$ cat src/rtl/alu_core.sv
// alu_core: small sequenced ALU with one-hot operand/op select.
//
// Ports
//   clk        sole clock, rising edge
//   rst        asynchronous active-low reset
//   on         enable; requests accepted only while high, dropping it in EXEC aborts
//   in_sel     one-hot operand source: 100 persist (A<=out), 010 load (A<=num1), 001 clear
//   num1/num2  operand A / operand B sources
//   out_sel    one-hot op: [6]ADD [5]SUB [4]AND [3]OR [2]XOR [1]SHL [0]MUL
//   out        registered result
//   carry      ADD carry-out / SUB borrow
//   zero       newly written out == 0
//   ovf        MUL high product half nonzero
//   busy/done/err  state decodes (EXEC / DONE / ERR), registered
//   currState  registered state, nextState combinational next state
//
// state | meaning
// IDLE  | waiting for a request; clear handled here
// EXEC  | operation running (1 cycle, or WIDTH cycles for MUL)
// DONE  | one-cycle completion pulse, result already in out
// ERR   | one-cycle pulse for a non-one-hot op select
module alu_core #(
  parameter int WIDTH = 8
) (
  input  logic             clk,
  input  logic             rst,
  input  logic             on,
  input  logic [2:0]       in_sel,
  input  logic [WIDTH-1:0] num1,
  input  logic [WIDTH-1:0] num2,
  input  logic [6:0]       out_sel,
  output logic [WIDTH-1:0] out,
  output logic             carry,
  output logic             zero,
  output logic             ovf,
  output logic             busy,
  output logic             done,
  output logic             err,
  output logic [1:0]       currState,
  output logic [1:0]       nextState
);

  typedef enum logic [1:0] {
    IDLE = 2'b00,
    EXEC = 2'b01,
    DONE = 2'b10,
    ERR  = 2'b11
  } state_t;

  localparam int CW = $clog2(WIDTH);
  localparam logic [CW-1:0]    CNT_LOAD = CW'(WIDTH - 1);
  localparam logic [WIDTH-1:0] WIDTH_V  = WIDTH'(WIDTH);

  state_t             state;
  state_t             state_nx;
  logic [WIDTH-1:0]   a;
  logic [WIDTH-1:0]   b;
  logic [6:0]         op;
  logic [CW-1:0]      cnt;
  logic [2*WIDTH-1:0] mcand;
  logic [2*WIDTH-1:0] prod;
  logic [2*WIDTH-1:0] prod_step;
  logic [WIDTH:0]     sum_ext;
  logic [WIDTH-1:0]   shamt;
  logic [WIDTH-1:0]   res;
  logic               res_carry;
  logic               res_ovf;
  logic               req_persist;
  logic               req_load;
  logic               req_clear;
  logic               op_valid;
  logic               exec_last;
  logic [WIDTH-1:0]   a_src;

  assign currState = state;
  assign nextState = state_nx;

  assign req_persist = (in_sel == 3'b100);
  assign req_load    = (in_sel == 3'b010);
  assign req_clear   = (in_sel == 3'b001);
  assign op_valid    = (out_sel != 7'd0) && ((out_sel & (out_sel - 7'd1)) == 7'd0);
  assign a_src       = req_persist ? out : num1;
  // Non-MUL ops finish after one EXEC cycle; MUL runs until the down-counter hits zero.
  assign exec_last   = !op[0] || (cnt == '0);

  always_comb begin
    state_nx = state;
    case (state)
      IDLE: begin
        if (on && (req_load || req_persist))
          state_nx = op_valid ? EXEC : ERR;
      end
      EXEC: begin
        if (!on)
          state_nx = IDLE;
        else if (exec_last)
          state_nx = DONE;
      end
      DONE:    state_nx = IDLE;
      ERR:     state_nx = IDLE;
      default: state_nx = IDLE;
    endcase
  end

  always_comb begin
    sum_ext   = {1'b0, a} + {1'b0, b};
    shamt     = b % WIDTH_V;
    // b is shifted right each MUL step, so b[0] is the current multiplier bit.
    prod_step = b[0] ? (prod + mcand) : prod;
    res       = '0;
    res_carry = 1'b0;
    res_ovf   = 1'b0;
    if (op[6]) begin
      res       = sum_ext[WIDTH-1:0];
      res_carry = sum_ext[WIDTH];
    end else if (op[5]) begin
      res       = a - b;
      res_carry = (a < b);
    end else if (op[4]) begin
      res = a & b;
    end else if (op[3]) begin
      res = a | b;
    end else if (op[2]) begin
      res = a ^ b;
    end else if (op[1]) begin
      res = a << shamt;
    end else if (op[0]) begin
      res     = prod_step[WIDTH-1:0];
      res_ovf = |prod_step[2*WIDTH-1:WIDTH];
    end
  end

  always_ff @(posedge clk or negedge rst) begin
    if (!rst) begin
      state <= IDLE;
      busy  <= 1'b0;
      done  <= 1'b0;
      err   <= 1'b0;
      a     <= '0;
      b     <= '0;
      op    <= '0;
      cnt   <= '0;
      mcand <= '0;
      prod  <= '0;
      out   <= '0;
      carry <= 1'b0;
      zero  <= 1'b0;
      ovf   <= 1'b0;
    end else begin
      state <= state_nx;
      busy  <= (state_nx == EXEC);
      done  <= (state_nx == DONE);
      err   <= (state_nx == ERR);
      case (state)
        IDLE: begin
          if (on) begin
            if (req_clear) begin
              a     <= '0;
              b     <= '0;
              out   <= '0;
              carry <= 1'b0;
              zero  <= 1'b0;
              ovf   <= 1'b0;
            end else if ((req_load || req_persist) && op_valid) begin
              a     <= a_src;
              b     <= num2;
              op    <= out_sel;
              cnt   <= CNT_LOAD;
              prod  <= '0;
              mcand <= {{WIDTH{1'b0}}, a_src};
            end
          end
        end
        EXEC: begin
          if (on) begin
            if (op[0]) begin
              prod  <= prod_step;
              mcand <= mcand << 1;
              b     <= b >> 1;
              cnt   <= cnt - CW'(1);
            end
            if (exec_last) begin
              out   <= res;
              carry <= res_carry;
              zero  <= (res == '0);
              ovf   <= res_ovf;
            end
          end
        end
        default: ;
      endcase
    end
  end

endmodule

$ cat config.mk
export PLATFORM = sky130hd
export DESIGN_NAME = alu_core
export DESIGN_NICKNAME = d
export VERILOG_FILES = /design/src/rtl/alu_core.sv
export SDC_FILE = /design/constraint.sdc
export NUM_CORES = 1
export LEC_CHECK = 0
export BUFFER_PORTS_ARGS = -buffer_cell sky130_fd_sc_hd__buf_2
export CELL_PAD_IN_SITES_DETAIL_PLACEMENT = 2
export CELL_PAD_IN_SITES_GLOBAL_PLACEMENT = 2
export CORE_ASPECT_RATIO = 0.9
export CORE_MARGIN = 2
export CORE_UTILIZATION = 41
export CTS_BUF_LIST = sky130_fd_sc_hd__clkbuf_4 sky130_fd_sc_hd__clkbuf_8
export DETAILED_ROUTE_END_ITERATION = 12
export HOLD_SLACK_MARGIN = 0.12
export PLACE_DENSITY = 0.92
export SLEW_MARGIN = 20
export SYNTH_ARGS = -nofsm -noshare
export SYNTH_HDL_FRONTEND = slang
export SYNTH_SLANG_ARGS = --single-unit
export TNS_END_PERCENT = 30
$ cat constraint.sdc
create_clock -name clk -period 4.2 [get_ports clk]
set_clock_uncertainty 0.1 [all_clocks]
set_input_delay 0.63 -clock clk [delete_from_list [all_inputs] [get_ports clk]]
set_output_delay 0.63 -clock clk [all_outputs]
set_load 0.005 [all_outputs]
==> results.py <==
metrics = {
    "synth": {
        "syn_area_sq_um": 5665,
        "yosys-top-cells-count": "nand2_1, dfrtp_1, o21ai_0",
        "ys_top_cells_by_area": "dfrtp_1, ha_1, nand2_1, o21ai_0, mux2_2",
        "netlist.area_leader.share_pct": 32.69,
        "yosys.area_share.xor_xnor_pct": 3.092,
        "syn_inst": 657,
        "yosys.area_share.adder_pct": 10.34,
        "synth_simple_gate_area_share_pct": 18.26,
        "ys_seq_area_share_pct": 32.69,
        "synth_top_flop_cell": "dfrtp_1",
        "yosys.cell_count.top_type": "nand2_1",
        "synth-edff-count": 0,
        "synth_compound_area_share_pct": 22.33,
        "synth_area_leader_cell": "dfrtp_1",
        "synth.area.mux_share_pct": 7.840,
        "yosys_register_bits": 74,
        "synth_warnings": 0,
        "synth_cell_types": 73,
        "syn_avg_cell_area_sq_um": 8.623,
        "synth_top_family_by_area": "compound AO/OA/AOI/OAI gates",
        "synth_fp_nets": 731,
        "async_flop_share_pct": 100.0,
    },
    "detailed_routing": {
        "wl_microns": 25700,
        "via_count": 5829,
        "avgViaCountPerCell": 6.770,
        "drtAntennaViolNets": 0,
        "drt_iter0_markers": 551,
        "wl_per_cell_microns": 29.85,
        "drt_first_pass_iters": 5,
        "drc": 0,
    },
    "setup_path": {
        "worstReg2RegStart": "b[0]",
        "critPathBufInv": 1,
        "crit_path_start_kind": "flip-flop",
        "cp-endpoint": "zero",
        "reg2reg_depth": 10,
        "cp_top_family": "compound AO/OA/AOI/OAI gates",
        "endpoint_kind": "flip-flop",
        "cp_slowest_cell": "dfrtp_1",
        "path_cells": "inv_1, ha_1, nand2_1, o21ai_0, nand2_1, a31oi_1, o31ai_1, nor4b_2, nand4_1, o31ai_1",
        "arrival_ns": 3.83,
        "r2r_end": "zero",
        "crit_fanout": 14,
        "cp.required_ns": 4.35,
        "crit_type": "reg2reg",
        "worst-path-stages": 10,
        "reg2reg_slack_ns": 0.52,
        "cp_slowest_stage_delay_ns": 0.69,
        "critical_path.startpoint": "b[0]",
    },
    "power_and_ir_drop": {
        "p_per_area_nw_per_um2": 571.6,
        "cellLeakagePower_nw": 2.896,
        "switching_power_w": 0.001744,
        "vdd_drop_max_v": 0.0003318,
        "p_sw_share_pct": 48.83,
        "power_frac_comb_pct": 48.1,
        "seqPwrFrac_pct": 33.4,
        "internal-power_w": 0.001828,
        "clkPwrFrac_pct": 18.5,
    },
    "clocking": {
        "clkTransAtPathRegs_ns": 0.09,
        "cts_buffers": 9,
        "cts_tree": "built",
        "clk_latency_ns": 0.41,
        "cts_max_level": 3,
        "clock_sinks": 74,
        "post_cts.repair.setup_buffers": 0,
        "cts-root-buf": "clkbuf_8",
        "cts_buffer_depth": 2,
    },
    "sta": {
        "worstMarginPinSlew_ns": 0.9110,
        "fin_crit_sh_pct": 87.66,
        "setup_violations": 0,
        "min_period_ns": 3.682,
        "fin_tns_setup_ns": 0,
        "final_max_slew_viol_count": 0,
        "rsz0062_at_grt": "false",
        "fmax_ghz": 0.2716,
        "relSlewSlack_pct": 39.00,
        "finalHoldViolCount": 0,
    },
    "grt": {
        "antenna_found_initial": 0,
        "track_usage_pct": 35.67,
        "use_met2_pct": 59.89,
        "use_met3_pct": 9.095,
        "grt_pass1_vias": 6334,
        "gr-total-overflow": 0,
        "grt_max_degree": 75,
        "gr-usage-met1_pct": 43.45,
        "busiest_layer": "met2",
        "grt_pass1_wl_microns": 39320,
    },
    "die": {
        "rows": 40,
        "die_w_microns": 127.9,
        "die_y_microns": 115.5,
        "design.die.area_sq_um": 14780,
        "ios": 47,
        "core_area_sq_um": 13410,
        "initial_core_util_pct": 42.24,
    },
    "finish": {
        "final_core_util_pct": 46.60,
        "drive_above_1_share_pct": 16.18,
        "final_nets": 761,
        "fin_cells": 861,
        "area_delta_synth_final_pct": 10.31,
    },
    "place": {
        "place_congestion": 0.8864,
        "port_buffers": 46,
        "hpwl_microns": 16510,
        "place_inst": 842,
    },
    "flow_run": {
        "cap_violations": 0,
    },
    "min_path": {
        "hold_path.class": "reg2reg",
        "min_from": "cnt[0]",
    },
    "status": {
        "status": "finished, final reports clean",
    },
}
placed cells by master, fill, tap and decap left out, types with 3 or more instances in the layout:
| cell type | n |
|---|---|
| dfrtp_1 | 74 |
| o211ai_1 | 11 |
| a21oi_1 | 35 |
| o21bai_1 | 3 |
| xnor2_1 | 11 |
| o31ai_1 | 3 |
| a31oi_1 | 10 |
| nand2_1 | 83 |
| inv_1 | 37 |
| nor3_1 | 8 |
| nand2b_1 | 10 |
| o22ai_1 | 8 |
| ha_1 | 42 |
| a22oi_1 | 4 |
| fa_1 | 3 |
| mux4_2 | 3 |
| clkbuf_8 | 11 |
| nor2b_1 | 7 |
| a211oi_1 | 4 |
| nand3b_1 | 3 |
| and3_1 | 5 |
| buf_2 | 45 |
| mux2i_1 | 17 |
| o21ai_0 | 49 |
| xor2_1 | 9 |
| a221oi_1 | 4 |
| o2bb2ai_1 | 8 |
| nand4_1 | 3 |
| nand3_1 | 33 |
| mux2_2 | 17 |
| nor2_1 | 48 |
| a22o_1 | 5 |
| a31o_2 | 3 |
| buf_4 | 8 |
| a21o_1 | 11 |
metal layers:
metal,wire [microns],vias up,part of all wire (%)
met5,0,-,0
met4,1216,0,4.7
met3,1809,101,7.0
met2,12370,308,48
met1,10310,3003,40
li1,-,2417,-
state kept, by name (all words and copies together) (netlist names), 2 cells and up:
register and cells:
a 8, b 8, cnt 3, currState 2
mcand 16, op 7, out 8, prod 16
power groups by stage:
stage / sequential [W] / combinational (W) / clock [W]
floorplan: 0.00101 / 0.00115 / 0
global placement: 0.00114 / 0.00145 / 0
detailed placement: 0.00117 / 0.00159 / 0
CTS: 0.00117 / 0.00168 / 0.000658
global route: 0.00121 / 0.00185 / 0.000677
finish: 0.00119 / 0.00172 / 0.000661
how the worst min path moves through the flow:
| stage | slack (ns) | cells after the start | endpoint |
|---|---|---|---|
| after global routing | 0.43 | 2 | op[4] |
| after detailed placement | 0.39 | 1 | cnt[0] |
| after global placement | 0.35 | 1 | cnt[0] |
| after CTS | 0.33 | 1 | op[3] |
| after floorplan | 0.23 | 0 | a[0] |
| final | 0.40 | 1 | cnt[0] |
logic make-up after synthesis:
kind of cell	after synthesis
xor gates and xnor gates	20
and+or+nand+nor	220
AOI/OAI and AO/OA	187
adders and majority gates	45
muxes	38
buffers and inverters	73
DFF	74
cell type report:
| cell class | count | area (sq um) |
|---|---|---|
| sequential | 74 | 1852 |
| multi-input combinational | 510 | 3512 |
| antenna | 1 | 2.502 |
| timing repair buffer | 55 | 322.8 |
| inverter | 37 | 138.9 |
| clock buffer | 11 | 151.4 |
| tap | 168 | 210.2 |
| fill | 1463 | 7163 |
| clock inverter | 5 | 60.06 |
repair_timing:
| action | 4_1_cts | 5_1_grt |
|---|---|---|
| resized for setup | 0 | 0 |
| hold buffers | 0 | 1 |
| endpoints found under the hold margin | 0 | 24 |
| endpoints found under the setup margin | 0 | 0 |
stage by stage:
step	instance area (sq um)	setup WS [ns]	total power [W]	hold slack (ns)
global route	6247	0.3196	0.003734	0.4284
floorplan	5665	1.663	0.002162	0.2344
finish	6250	0.5183	0.003572	0.4034
detailed placement	5996	0.9766	0.002757	0.3911
global placement	5996	1.161	0.002589	0.3544
CTS	6207	0.6445	0.003506	0.3347
Note: power is estimated with default switching activity, not from simulation.
